[src/rtl/hilo_mul_unit.sv]
// HI/LO register file with a multi-cycle signed radix-2 shift-add multiplier.
// Dependent HI/LO commands presented while a multiply is in flight raise Stall.
module hilo_mul_unit #(
  parameter int unsigned WIDTH    = 32,
  parameter logic [4:0]  MUL_CODE = 5'b10110
) (
  input  logic             clk,
  input  logic             rst,
  input  logic             Valid,
  input  logic             MTHI,
  input  logic             MTLO,
  input  logic             MFHI,
  input  logic             MFLO,
  input  logic [4:0]       ALUCtr,
  input  logic [WIDTH-1:0] A,
  input  logic [WIDTH-1:0] B,
  output logic [WIDTH-1:0] Hi_out,
  output logic [WIDTH-1:0] Lo_out,
  output logic [WIDTH-1:0] Rd_out,
  output logic             Busy,
  output logic             Stall
);

  localparam int unsigned PW = 2 * WIDTH;
  localparam int unsigned CW = $clog2(WIDTH) + 1;

  typedef enum logic [1:0] {
    S_IDLE,
    S_RUN,
    S_FIN
  } state_t;

  state_t            state_q, state_d;
  logic [WIDTH-1:0]  hi_q, hi_d;
  logic [WIDTH-1:0]  lo_q, lo_d;
  logic [PW-1:0]     mcand_q, mcand_d;
  logic [WIDTH-1:0]  mplier_q, mplier_d;
  logic              neg_q, neg_d;
  logic [PW-1:0]     acc_q, acc_d;
  logic [CW-1:0]     cnt_q, cnt_d;

  logic              mul_code;
  logic              mul, wr_hi, wr_lo, rd;
  logic [WIDTH-1:0]  a_abs, b_abs;
  logic [PW-1:0]     product;

  // A MULT is encoded as MTHI&MTLO with the multiply ALU code; only then are the
  // two strobes not plain register writes.
  assign mul_code = MTHI & MTLO & (ALUCtr == MUL_CODE);
  assign mul      = Valid & mul_code;
  assign wr_hi    = Valid & MTHI & ~mul_code;
  assign wr_lo    = Valid & MTLO & ~mul_code;
  assign rd       = Valid & (MFHI | MFLO);

  // -2^(W-1) negates to itself, which read unsigned is the correct magnitude.
  assign a_abs   = A[WIDTH-1] ? (~A + WIDTH'(1)) : A;
  assign b_abs   = B[WIDTH-1] ? (~B + WIDTH'(1)) : B;
  assign product = neg_q ? (~acc_q + PW'(1)) : acc_q;

  always_comb begin
    state_d  = state_q;
    hi_d     = hi_q;
    lo_d     = lo_q;
    mcand_d  = mcand_q;
    mplier_d = mplier_q;
    neg_d    = neg_q;
    acc_d    = acc_q;
    cnt_d    = cnt_q;
    unique case (state_q)
      S_IDLE: begin
        if (mul) begin
          mcand_d  = {{WIDTH{1'b0}}, a_abs};
          mplier_d = b_abs;
          neg_d    = A[WIDTH-1] ^ B[WIDTH-1];
          acc_d    = '0;
          cnt_d    = '0;
          state_d  = S_RUN;
        end else begin
          if (wr_hi) hi_d = A;
          if (wr_lo) lo_d = A;
        end
      end
      S_RUN: begin
        // Multiplicand and multiplier shift each step so bit cnt is always at LSB.
        if (mplier_q[0]) acc_d = acc_q + mcand_q;
        mcand_d  = mcand_q << 1;
        mplier_d = mplier_q >> 1;
        cnt_d    = cnt_q + CW'(1);
        if (cnt_q == CW'(WIDTH - 1)) state_d = S_FIN;
      end
      S_FIN: begin
        hi_d    = product[PW-1:WIDTH];
        lo_d    = product[WIDTH-1:0];
        state_d = S_IDLE;
      end
      default: state_d = S_IDLE;
    endcase
  end

  always_ff @(posedge clk) begin
    if (rst) begin
      state_q  <= S_IDLE;
      hi_q     <= '0;
      lo_q     <= '0;
      mcand_q  <= '0;
      mplier_q <= '0;
      neg_q    <= 1'b0;
      acc_q    <= '0;
      cnt_q    <= '0;
    end else begin
      state_q  <= state_d;
      hi_q     <= hi_d;
      lo_q     <= lo_d;
      mcand_q  <= mcand_d;
      mplier_q <= mplier_d;
      neg_q    <= neg_d;
      acc_q    <= acc_d;
      cnt_q    <= cnt_d;
    end
  end

  assign Busy   = (state_q != S_IDLE);
  assign Stall  = Busy & (mul | wr_hi | wr_lo | rd);
  assign Hi_out = hi_q;
  assign Lo_out = lo_q;
  assign Rd_out = MFHI ? hi_q : (MFLO ? lo_q : '0);

endmodule

[config.mk]
export PLATFORM = sky130hd
export DESIGN_NAME = hilo_mul_unit
export DESIGN_NICKNAME = d
export VERILOG_FILES = /design/src/rtl/hilo_mul_unit.sv
export SDC_FILE = /design/constraint.sdc
export NUM_CORES = 1
export LEC_CHECK = 0
export BUFFER_PORTS_ARGS = -buffer_cell sky130_fd_sc_hd__buf_2
export CAP_MARGIN = 30
export CELL_PAD_IN_SITES_DETAIL_PLACEMENT = 0
export CELL_PAD_IN_SITES_GLOBAL_PLACEMENT = 1
export CORE_UTILIZATION = 25
export CTS_CLUSTER_DIAMETER = 100
export DETAILED_ROUTE_END_ITERATION = 8
export PLACE_DENSITY_LB_ADDON = 0.1
export REMOVE_ABC_BUFFERS = 1
export SYNTH_ARGS = -nofsm -noshare
export SYNTH_HDL_FRONTEND = slang
export SYNTH_SLANG_ARGS = --single-unit
[constraint.sdc]
create_clock -name clk -period 12.5 [get_ports clk]
set_input_delay 3.75 -clock clk [delete_from_list [all_inputs] [get_ports clk]]
set_output_delay 3.75 -clock clk [all_outputs]
set_load 0.02 [all_outputs]
== After elaboration in Yosys (flattened, before gate mapping) ==
Cells that the tools add are included.

* Bits in registers: 233
* Logic and storage cells: 74

* Add/subtract/negate cells: 5
* Equality and inequality tests: 10
* Mux-type cells: 23
* Bitwise operators: 18
* Reductions and logical operators: 10

{| class="wikitable"
|+ Operators by type and width
! kind !! number
|-
| two-way mux 32 bit || 9
|-
| two-way mux 64 bit || 4
|-
| case mux 64 bit (2 select lines) || 2
|-
| case mux 32 bit (2 select lines) || 3
|-
| adder 32 x 1 -> 32 bit (second input constant) || 2
|-
| adder 64 x 1 -> 64 bit (second input constant) || 1
|-
| adder 64 bit || 1
|-
| inverter 32 bit || 2
|-
| inverter 64 bit || 1
|-
| != test 2 bit (second input constant) || 6
|-
| case mux 6 bit (2 select lines) || 1
|-
| AND 1 bit || 9
|-
| AND reduction 3 bit || 3
|-
| adder 6 x 1 -> 6 bit (second input constant) || 1
|-
| == test 6 x 5 -> 1 bit (second input constant) || 1
|-
| two-way mux 6 bit || 1
|-
| AND reduction 2 bit || 3
|-
| nonzero test 2 bit || 3
|-
| == test 5 bit (second input constant) || 1
|-
| two-way mux 2 bit || 2
|-
| OR 1 bit || 4
|-
| case mux 2 bit (2 select lines) || 1
|-
| == test 2 x 1 -> 1 bit (second input constant) || 1
|-
| == test 2 bit (second input constant) || 1
|-
| other kinds (3) || 3
|}

== Longest topological paths before layout ==
Gate-level depths: netlist of the first run.

* Depth in word-level cells: 8
* Depth in mapped cells: 14
* Depth with buffers taken out: 14

== Least setup slack after synthesis of the first run ==
OpenSTA, ideal clock, no wires.

* Path type: input -> output
* Start: input port MFLO
* End: output port Rd_out[10]
* Arrival time: 4756 ps
* Data required time: 8750 ps
* Slack: 3994 ps
* Stages: 4
* Path buffers: 2
* Cells stage by stage: clkbuf_1 -> clkbuf_1 -> nand2_1 -> o21ai_0

* Word-level cells in the longest chain between the ends: 2

{| class="wikitable"
|+ Ends and longest elaborated chain
! element !! RTL line !! source
|-
| from (decl) || 13 || <nowiki>input logic MFLO,</nowiki>
|-
| two-way mux 32 bit (2 in series) || 126 || <nowiki>assign Rd_out = MFHI ? hi_q : (MFLO ? lo_q : '0);</nowiki>
|-
| to (decl) || 19 || <nowiki>output logic [WIDTH-1:0] Rd_out,</nowiki>
|}

Every way passes these cells.

== Final worst setup path of the first run ==
* Start: input port MFLO
* End: output port Rd_out[30]

The elaborated chain is that of the path after synthesis.

==> run summary, run 1 <==
### Outcome
* **result of the run** finished, final reports clean

### Die
* **number of placement rows** 90
* **initial cell density of the core** 25.4%
* **floorplan core area** 60500 sq um
* **area of the die** 62400 sq um
* **x dimension of the die** 250 um
* **die height** 250 um
* **count of boundary I/O pins** 174

### Setup path
* **kind of critical path** input port to output port
* **register-to-register setup slack** 8060 ps
* **Critical R2R Launch** acc_q[0]
* **worst-case reg-to-reg path depth** 12
* **end point of the critical path** Rd_out[30]
* **destination of the worst register-to-register timing path** acc_q[61]
* **Startpoint Class** input port
* **CP Max Fanout** 33
* **Required @ worst endpoint** 8750 ps
* **critical path endpoint category** output port
* **startpoint of the worst setup timing path** MFLO
* **Worst Path Arrival** 5210 ps

### Clock network
* **post-CTS clock slew at the launch and capture registers of the worst setup and hold paths** 60 ps
* **number of CTS-inserted buffers** 31
* **CTS H-tree depth** 1
* **post-CTS setup buffer count** 0
* **clock tree from TritonCTS** yes
* **worst skew pair latency** 600 ps
* **Root Driver** sky130_fd_sc_hd__clkbuf_16
* **buffer depth of the longest clock path** 3
* **hold buffer count at CTS** 0
* **number of clock sinks** 233
* **number of resized instances in the post-cts repair step** 0

### Placed design
* **RePlAce Congestion** 0.875
* **cell area after placement** 16900 sq um
* **buffers added on ports** 173
* **DPL Wire Length** 43100 um

### Power
* **cell-internal power** 1310 uW
* **sequential fraction of design power** 43.0%
* **portion of total power attributed to combinational logic** 8.3%
* **static leakage** 0.00716 uW
* **switching power total** 465 uW
* **proportion of power drawn by the clock network** 48.7%
* **switching share of power** 26.2%
* **areal power density over the cells** 99.3 nW/um^2
* **worst vdd ir** 0.000106 V

### STA
* **Max Slew Vio Count** 0
* **final-report hold violation count** 0
* **relative slew slack** 31.2%
* **RSZ-0062 raised after global routing** false
* **count of endpoints failing setup in the final report** 0
* **Final Critical Period** 8960 ps
* **achievable clock frequency** 112 MHz
* **skew final** 27.5 ps
* **share of the clock period used by the worst path after layout** 71.7%
* **Slew @ Worst Pin** 1020 ps
* **sum of negative setup slack** 0 ps

### Route
* **final routed DRC violation total** 0
* **detailed-routed wire length on met2** 29100 um
* **Detail Route Antenna Nets** 0
* **average via count per standard cell** 5.23
* **highest routing layer actually used** met5
* **average wire per cell in the routed design** 20.5 um
* **DRT met1 WL** 27800 um
* **aggregate routed wire length** 60200 um
* **drt first-iter violations** 997
* **Vias** 15.3k
* **first drt pass iteration count** 6
* **Met3 Wirelength** 2280 um

### GRT
* **vias in the first global route** 15.2k
* **all-layer global routing usage** 18.9%
* **global-route wire length before repair** 93000 um
* **maximum number of pins on one net before global-route repair** 70
* **number of antenna violations at the first check in global routing** 1
* **Remaining Overflow, GRT** 0

### Synth
* **cell area after synthesis** 15300 sq um
* **count of cell types in the netlist** 60
* **number of enable-type register cells in the synthesized netlist** 0
* **Mapped Cells** 2045
* **primary flip-flop cell chosen by synthesis mapping** sky130_fd_sc_hd__dfxtp_1
* **fraction of the yosys area taken by sequential cells** 30.4%
* **Yosys warning count** 0
* **proportion of register bits with asynchronous set or reset after synthesis** 0%
* **FF+latch count, synth** 233
* **mean post-synth cell area** 7.50 sq um

### Cells and area
* **Area growth syn-to-layout** 16.4%
* **Final Instance Area** 17900 sq um
* **utilization of the core after routing** 29.5%
* **layout cell share with drive strength beyond 1** 12.8%
* **commonest cells after routing, fill and taps aside** 339 x sky130_fd_sc_hd__nand2_1, 232 x sky130_fd_sc_hd__dfxtp_1, 200 x sky130_fd_sc_hd__a21oi_1
* **antenna cells** 0
* **leading cell type in the layout, fill and taps excluded** sky130_fd_sc_hd__nand2_1
* **net count reported at finish** 2271

### Min path
* **number of cells on the worst hold path** 2
* **worst hold path type** flop to flop

### Job
* **number of max-cap violations** 0

==> cell usage after synthesis (5+ instances only) <==
master                     instances  area share, %
sky130_fd_sc_hd__a211oi_1          8           0.39
sky130_fd_sc_hd__a21o_1           42            2.1
sky130_fd_sc_hd__a21oi_1         200            6.5
sky130_fd_sc_hd__a221oi_1          7           0.40
sky130_fd_sc_hd__a222oi_1         39            2.5
sky130_fd_sc_hd__a22o_1           29            1.7
sky130_fd_sc_hd__a22oi_1          42            2.1
sky130_fd_sc_hd__a31oi_1          56            2.3
sky130_fd_sc_hd__and2_1            5           0.20
sky130_fd_sc_hd__and3_1            9           0.37
sky130_fd_sc_hd__buf_1            22           0.54
sky130_fd_sc_hd__clkbuf_1        126            3.1
sky130_fd_sc_hd__dfxtp_1         233             30
sky130_fd_sc_hd__ha_1             67            5.5
sky130_fd_sc_hd__inv_1            27           0.66
sky130_fd_sc_hd__nand2_1         339            8.3
sky130_fd_sc_hd__nand2b_1         11           0.45
sky130_fd_sc_hd__nand3_1         108            3.5
sky130_fd_sc_hd__nand4_1          23           0.94
sky130_fd_sc_hd__nor2_1          130            3.2
sky130_fd_sc_hd__nor2b_1          12           0.49
sky130_fd_sc_hd__nor3_1           27           0.88
sky130_fd_sc_hd__nor4_1            8           0.33
sky130_fd_sc_hd__o211ai_1         13           0.64
sky130_fd_sc_hd__o21a_1            6           0.29
sky130_fd_sc_hd__o21ai_0         110            3.6
sky130_fd_sc_hd__o21bai_1         15           0.73
sky130_fd_sc_hd__o31ai_1          28            1.4
sky130_fd_sc_hd__o41ai_1          15           0.86
sky130_fd_sc_hd__or2_2            11           0.45
sky130_fd_sc_hd__or3_1            31            1.3
sky130_fd_sc_hd__or4_1            19           0.93
sky130_fd_sc_hd__xnor2_1         136            7.8
sky130_fd_sc_hd__xor2_1           41            2.3
==> worst min path at each step <==
stage	start	end	slack (ps)
floorplan	mplier_q[2]	mplier_q[1]	430
global placement	mplier_q[7]	mplier_q[6]	450
detailed placement	mplier_q[2]	mplier_q[1]	450
CTS	mplier_q[7]	mplier_q[6]	460
global route	mplier_q[27]	mplier_q[27]	470
finish	mplier_q[3]	mplier_q[2]	460
==> sequential cells by signal, summed over array words and instances, names as in the netlist <==
signal / count
acc_q: 64
neg_q: 1
Lo_out: 32
cnt_q: 6
Hi_out: 32
state_q: 2
mplier_q: 32
mcand_q: 64
==> logic make-up (layout without fill, tap and decap cells) <==
kind of cell / Yosys count / in the layout / share of synthesized area [%]
mux: 2 / 2 / 0.130
fa+ha+maj: 68 / 68 / 5.59
xor+xnor: 177 / 177 / 10.1
flops: 233 / 233 / 30.4
compound gates: 636 / 636 / 26.9
buf+inv: 175 / 282 / 4.28
simple gates: 754 / 754 / 22.6
==> power groups by stage <==
stage	Combinational [uW]	Clock, uW	Sequential (uW)
CTS	150	898	762
global route	162	930	764
detailed placement	149	0	779
global placement	147	0	779
finish	147	864	762
floorplan	59.6	0	788
==> layout make-up <==
type | instances | area (sq um)
clock buffers | 53 | 938
well taps | 782 | 978
repair buffers | 197 | 1070
multi-input cells | 1637 | 10100
fillers | 6616 | 42600
inverters | 27 | 101
flip-flops and latches | 233 | 4670
clock inverters | 5 | 35.0
==> metal layers <==
layer	vias to the layer above	GRT usage, %
li1	7602	-
met4	2	3.97
met1	7378	25.0
met3	55	2.03
met2	294	32.8
met5	-	0
==> critical path, stage by stage <==
cell	delay [ps]
sky130_fd_sc_hd__buf_2	610
sky130_fd_sc_hd__nand2_1	100
sky130_fd_sc_hd__o21ai_0	450
sky130_fd_sc_hd__buf_2	260
==> metrics by stage <==
step | setup WS, ps | total power (uW) | hold slack [ps] | std cells
2_1_floorplan | 4440 | 847 | 426 | 1897
3_3_place_gp | 3430 | 926 | 447 | 2875
3_5_place_dp | 3450 | 928 | 449 | 2876
4_1_cts | 3450 | 1810 | 459 | 2934
5_1_grt | 3450 | 1860 | 471 | 2934
6_report | 3540 | 1770 | 457 | 2934
No activity file was read; power rests on OpenSTA's default activity.
==> run 2, diff against run 1 <==
ABC_AREA = 1   (was not set)
clock period = 8.1 ns   (was 12.5 ns; I/O delays follow)
==> run 2 against run 1 <==
  * Combinational power is 96% higher
  * Highest routed layer unchanged
  * Setup slack lost 1800 ps
  * Largest power group unchanged
  * Critical endpoint is now Rd_out[31]
  * Final area is 25% higher
  * Sequential share of layout area fell by 5.3 points
  * Critical path depth grew 1
  * Clock skew decreased by 5.8 ps
  * Clock power up 76%
  * Core utilization fell by 0.21 points
  * Via count rose by 43%
  * First-iteration DRC count increased by 50%
==> run summary, run 2 <==
### Placed design
* **DPL Wire Length** 75200 um, +75%
* **buffers added on ports** 173, unchanged
* **Inst Count DP** 4587, +59%
* **RePlAce Congestion** 0.911, +4.1%

### Synth
* **fraction of the yosys area taken by sequential cells** 24.0%, -6.4 points
* **leading post-synthesis cells by instance count** 1141 x sky130_fd_sc_hd__nand2_1, 539 x sky130_fd_sc_hd__inv_1, 324 x sky130_fd_sc_hd__nor2_1
* **fraction of post-synthesis cell area in the top cell type by area** 24.0%, -6.4 points
* **most common cell in the netlist** sky130_fd_sc_hd__nand2_1
* **Area contributors post-synth** sky130_fd_sc_hd__dfxtp_1 24%, sky130_fd_sc_hd__nand2_1 22%, sky130_fd_sc_hd__inv_1 10%
* **cell area after synthesis** 19400 sq um, +26%
* **primary flip-flop cell chosen by synthesis mapping** sky130_fd_sc_hd__dfxtp_1
* **number of enable-type register cells in the synthesized netlist** 0, unchanged
* **Synth area leader** sky130_fd_sc_hd__dfxtp_1
* **FF+latch count, synth** 233, unchanged
* **mean post-synth cell area** 5.58 sq um, -26%
* **Yosys warning count** 0, unchanged
* **Mapped Cells** 3480, +70%
* **proportion of register bits with asynchronous set or reset after synthesis** 0%, unchanged
* **count of cell types in the netlist** 52, -13%

### Clock network
* **number of CTS-inserted buffers** 34, +9.7%
* **Root Driver** sky130_fd_sc_hd__clkbuf_16
* **post-CTS setup buffer count** 0, unchanged
* **buffer depth of the longest clock path** 3, unchanged
* **post-CTS clock slew at the launch and capture registers of the worst setup and hold paths** 50 ps, about the same
* **hold buffer count at CTS** 0, unchanged
* **number of clock sinks** 233, unchanged
* **number of resized instances in the post-cts repair step** 0, unchanged
* **worst skew pair latency** 560 ps, -40 ps
* **CTS H-tree depth** 2, +1
* **clock tree from TritonCTS** yes

### GRT
* **maximum number of pins on one net before global-route repair** 104, +49%
* **vias in the first global route** 21.2k, +40%
* **number of antenna violations at the first check in global routing** 3, +2
* **global-route wire length before repair** 139000 um, +49%
* **Remaining Overflow, GRT** 0, unchanged
* **all-layer global routing usage** 23.7%, +4.8 points

### Cells and area
* **Register Area** 4670 sq um, unchanged
* **count of placed standard cells in the final layout, fillers left out** 4649, +58%
* **commonest cells after routing, fill and taps aside** 1141 x sky130_fd_sc_hd__nand2_1, 539 x sky130_fd_sc_hd__inv_1, 321 x sky130_fd_sc_hd__nor2_1
* **net count reported at finish** 3737, +65%
* **largest registers in the final layout** acc_q: 64 flops, mcand_q: 64 flops
* **area of combinational cells with multiple inputs** 12200 sq um, +21%
* **Area growth syn-to-layout** 15.4%
* **FILL cells** 8953, +35%
* **layout cell share with drive strength beyond 1** 8.37%, -4.4 points
* **leading cell type in the layout, fill and taps excluded** sky130_fd_sc_hd__nand2_1

### Setup path
* **CP Max Fanout** 42, +27%
* **critical path endpoint category** output port
* **Worst Path Arrival** 3890 ps, -1320 ps
* **Required @ worst endpoint** 5670 ps, -3080 ps
* **kind of critical path** input port to output port
* **Startpoint Class** input port

### Power
* **worst vdd ir** 0.0000963 V, -9.0%
* **areal power density over the cells** 133 nW/um^2, +34%
* **Pwr Total** 2980 uW, +68%
* **static leakage** 0.0114 uW, +59%

### STA
* **achievable clock frequency** 158 MHz
* **relative slew slack** 38.4%, +7.2 points
* **WHS** 450 ps, -7.56 ps
* **Final Critical Period** 6320 ps
* **Slew @ Worst Pin** 924 ps, -99.9 ps
* **sum of negative setup slack** 0 ps, unchanged
* **RSZ-0062 raised after global routing** false
* **Max Slew Vio Count** 0, unchanged
* **final-report hold violation count** 0, unchanged
* **share of the clock period used by the worst path after layout** 78.1%
* **count of endpoints failing setup in the final report** 0, unchanged
* **skew final** 21.7 ps, -5.78 ps

### Route
* **drt first-iter violations** 1497, +50%
* **first drt pass iteration count** 8, +2
* **average via count per standard cell** 4.71, -9.9%
* **aggregate routed wire length** 93600 um, +56%
* **average wire per cell in the routed design** 20.1 um, -1.8%
* **Detail Route Antenna Nets** 0, unchanged
* **Vias** 21.9k, +43%
* **final routed DRC violation total** 0, unchanged

### Die
* **floorplan core area** 76300 sq um, +26%
* **area of the die** 78700 sq um, +26%
* **number of placement rows** 101, +12%
* **die height** 281 um, +12%
* **x dimension of the die** 281 um, +12%
* **count of boundary I/O pins** 174, unchanged
* **initial cell density of the core** 25.4%, +0.045 points

### Job
* **number of max-cap violations** 0, unchanged

### Min path
* **worst hold path type** flop to flop

### Outcome
* **result of the run** finished, final reports clean

## run 2: per-layer routing
layer,share of wire [%],up-vias,global-route usage (%)
li1,-,11300,-
met2,44,468,37.9
met4,3.4,4,7.92
met5,0.036,-,0
met3,4.1,103,2.46
met1,49,10000,33.0
## run 2: cell type report
| type | instances | share of cell area, % |
|---|---|---|
| multi-input cells | 2568 | 54.3 |
| inverters | 561 | 9.40 |
| well taps | 1030 | 5.75 |
| repair buffers | 195 | 4.78 |
| clock inverters | 12 | 0.615 |
| clock buffers | 49 | 4.32 |
| flip-flops and latches | 233 | 20.8 |
| diodes | 1 | 0.0112 |
## run 2: final timing paths
path                      from  depth (start not counted)  slack (ps)      endpoint
setup / recovery          MFHI                          5        1780    Rd_out[31]
hold / removal    mplier_q[28]                          2         450  mplier_q[28]
setup reg to reg    state_q[0]                         13        4560      cnt_q[4]
hold reg to reg   mplier_q[28]                          2         450  mplier_q[28]
## run 2: logic make-up (layout without fill, tap and decap cells)
| group | count (synthesis) | count (layout) | share of synthesized area (%) |
|---|---|---|---|
| AO/OA/AOI/OAI | 549 | 549 | 15.4 |
| XOR/XNOR | 47 | 47 | 2.12 |
| adder cells (fa/ha/maj) | 68 | 68 | 4.42 |
| buffers and inverters | 679 | 817 | 13.4 |
| flip-flops | 233 | 233 | 24.0 |
| other | 0 | 1 | 0 |
| AND/OR/NAND/NOR | 1904 | 1904 | 40.6 |
## run 2: where the power goes
group	leakage, uW	switching, uW	total (uW)	internal (uW)
Sequential	0.00188	12.1	1180	1160
Clock	0.000537	618	1520	898
Combinational	0.00893	207	288	81.8
## run 2: critical path, stage by stage
cell,delay [ps]
sky130_fd_sc_hd__buf_2,170
sky130_fd_sc_hd__clkinv_1,430
sky130_fd_sc_hd__buf_4,420
sky130_fd_sc_hd__o21ai_0,210
sky130_fd_sc_hd__buf_2,190
## run 2: per-stage QoR
step	area (sq um)	util (%)	worst slack, ps
final	22400	29.3	1780
after global routing	22400	29.3	1570
after CTS	22400	29.3	1740
after detailed placement	21300	27.9	1750
after global placement	21300	27.8	1780
after floorplan	18900	-	1700
==> run 3, diff against run 2 <==
clock period = 6.08 ns   (was 8.1 ns; I/O delays follow)
==> run 3 against run 2 <==
  * Global-route usage barely moved
  * Sequential power rose by 33%
  * Clock skew rose by 2.6 ps
  * Largest cell class unchanged
  * Critical endpoint unchanged
  * Combinational power rose by 33%
  * Sequential cell count did not move
  * Clock-buffer cell count fell by 8
  * Non-clock buffer count rose by 1
  * Die area did not move
  * Routed wire length rose by 0.23%
  * First-iteration DRC count fell by 2.7%
==> run summary, run 3 (synthesized netlist as in run 2, its figures left out) <==
### Setup path
* **CP Max Fanout** 42, unchanged
* **worst-case reg-to-reg path depth** 10, -3
* **Startpoint Class** input port
* **critical path endpoint category** output port
* **register-to-register setup slack** 3170 ps, -1390 ps
* **destination of the worst register-to-register timing path** Hi_out[10]
* **Critical R2R Launch** acc_q[1]
* **kind of critical path** input port to output port
* **Worst Path Arrival** 3260 ps, -630 ps
* **Required @ worst endpoint** 4260 ps, -1410 ps

### Cells and area
* **largest registers in the final layout** acc_q: 64 flops, mcand_q: 64 flops
* **commonest cells after routing, fill and taps aside** 1141 x sky130_fd_sc_hd__nand2_1, 539 x sky130_fd_sc_hd__inv_1, 321 x sky130_fd_sc_hd__nor2_1
* **Area growth syn-to-layout** 15.1%
* **leading cell type in the layout, fill and taps excluded** sky130_fd_sc_hd__nand2_1
* **layout cell share with drive strength beyond 1** 8.49%, +0.12 points
* **net count reported at finish** 3738, +0.027%

### Clock network
* **number of CTS-inserted buffers** 34, unchanged
* **clock tree from TritonCTS** yes
* **CTS H-tree depth** 2, unchanged
* **worst skew pair latency** 570 ps, about the same
* **Root Driver** sky130_fd_sc_hd__clkbuf_16
* **hold buffer count at CTS** 0, unchanged
* **post-CTS clock slew at the launch and capture registers of the worst setup and hold paths** 60 ps, about the same
* **number of resized instances in the post-cts repair step** 0, unchanged
* **buffer depth of the longest clock path** 3, unchanged
* **post-CTS setup buffer count** 0, unchanged
* **number of clock sinks** 233, unchanged

### STA
* **skew final** 24.3 ps, +2.64 ps
* **count of endpoints failing setup in the final report** 0, unchanged
* **RSZ-0062 raised after global routing** false
* **Slew @ Worst Pin** 949 ps, +25.8 ps
* **Final Critical Period** 5080 ps
* **sum of negative setup slack** 0 ps, unchanged
* **final-report hold violation count** 0, unchanged
* **relative slew slack** 36.2%, -2.2 points
* **achievable clock frequency** 197 MHz
* **Max Slew Vio Count** 0, unchanged
* **share of the clock period used by the worst path after layout** 83.5%

### Placed design
* **DPL Wire Length** 75400 um, +0.27%
* **RePlAce Congestion** 0.938, +3.0%
* **buffers added on ports** 173, unchanged

### GRT
* **number of antenna violations at the first check in global routing** 1, -2
* **vias in the first global route** 21.2k, -0.13%
* **all-layer global routing usage** 23.8%, +0.046 points
* **Remaining Overflow, GRT** 0, unchanged
* **maximum number of pins on one net before global-route repair** 70, -33%
* **global-route wire length before repair** 139000 um, +0.61%

### Route
* **drt first-iter violations** 1457, -2.7%
* **final routed DRC violation total** 0, unchanged
* **Detail Route Antenna Nets** 0, unchanged
* **average wire per cell in the routed design** 20.2 um, +0.28%
* **aggregate routed wire length** 93800 um, +0.23%
* **Vias** 21.9k, +0.027%
* **average via count per standard cell** 4.71, about the same
* **first drt pass iteration count** 5, -3

### Min path
* **hold path endpoint** mplier_q[29]
* **hold path startpoint** mplier_q[29]
* **number of cells on the worst hold path** 2, unchanged
* **worst hold path type** flop to flop

### Die
* **number of placement rows** 101, unchanged
* **area of the die** 78700 sq um, unchanged
* **die height** 281 um, unchanged
* **x dimension of the die** 281 um, unchanged
* **initial cell density of the core** 25.4%, unchanged
* **count of boundary I/O pins** 174, unchanged
* **floorplan core area** 76300 sq um, unchanged

### Power
* **areal power density over the cells** 176 nW/um^2, +32%
* **static leakage** 0.0113 uW, -0.15%
* **worst vdd ir** 0.000128 V, +33%
* **Pwr Total** 3930 uW, +32%

### Outcome
* **result of the run** finished, final reports clean

### Job
* **number of max-cap violations** 0, unchanged

## run 3: cell type report
class / count / area (sq um)
diodes: 1 / 2.50
clock buffers: 41 / 917
clock inverters: 17 / 143
fillers: 8993 / 54000
inverters: 561 / 2110
multi-input cells: 2568 / 12200
flip-flops and latches: 233 / 4670
well taps: 1030 / 1290
repair buffers: 196 / 1040
## run 3: how the worst max path moves through the flow
stage          depth (start not counted)        from  slack [ps]         end
2_1_floorplan                          9  state_q[0]         780    cnt_q[4]
3_3_place_gp                           5        MFHI        1000  Rd_out[29]
3_5_place_dp                           5        MFHI         960  Rd_out[31]
4_1_cts                                5        MFHI         960  Rd_out[31]
5_1_grt                                5        MFHI         820  Rd_out[31]
6_report                               5        MFHI        1000  Rd_out[31]
## run 3: where the power goes
part	switching, uW	internal, uW
Clock	852	1120
Combinational	275	109
Sequential	16.4	1550
## run 3: routing by layer
metal / routed length (um) / track usage, % / up-vias
met3: 3390 / 2.12 / 92
met4: 2360 / 6.19 / 0
met1: 46200 / 33.4 / 10000
met2: 41900 / 38.6 / 452
li1: - / - / 11300
met5: 0 / 0 / -
## run 3: critical path, cell delays in order
cell and delay [ps]:
sky130_fd_sc_hd__buf_2 160, sky130_fd_sc_hd__clkinv_1 400, sky130_fd_sc_hd__buf_4 410, sky130_fd_sc_hd__o21ai_0 230, sky130_fd_sc_hd__buf_2 200
## run 3: metrics by stage
stage | std cells | hold WS (ps) | instance area (sq um) | worst slack (ps) | utilization, %
2_1_floorplan | 3362 | 423 | 18900 | 777 | -
3_3_place_gp | 4588 | 441 | 21300 | 1000 | 27.9
3_5_place_dp | 4588 | 438 | 21300 | 962 | 27.9
4_1_cts | 4646 | 455 | 22300 | 959 | 29.2
5_1_grt | 4646 | 468 | 22300 | 823 | 29.2
6_report | 4647 | 453 | 22300 | 1000 | 29.2
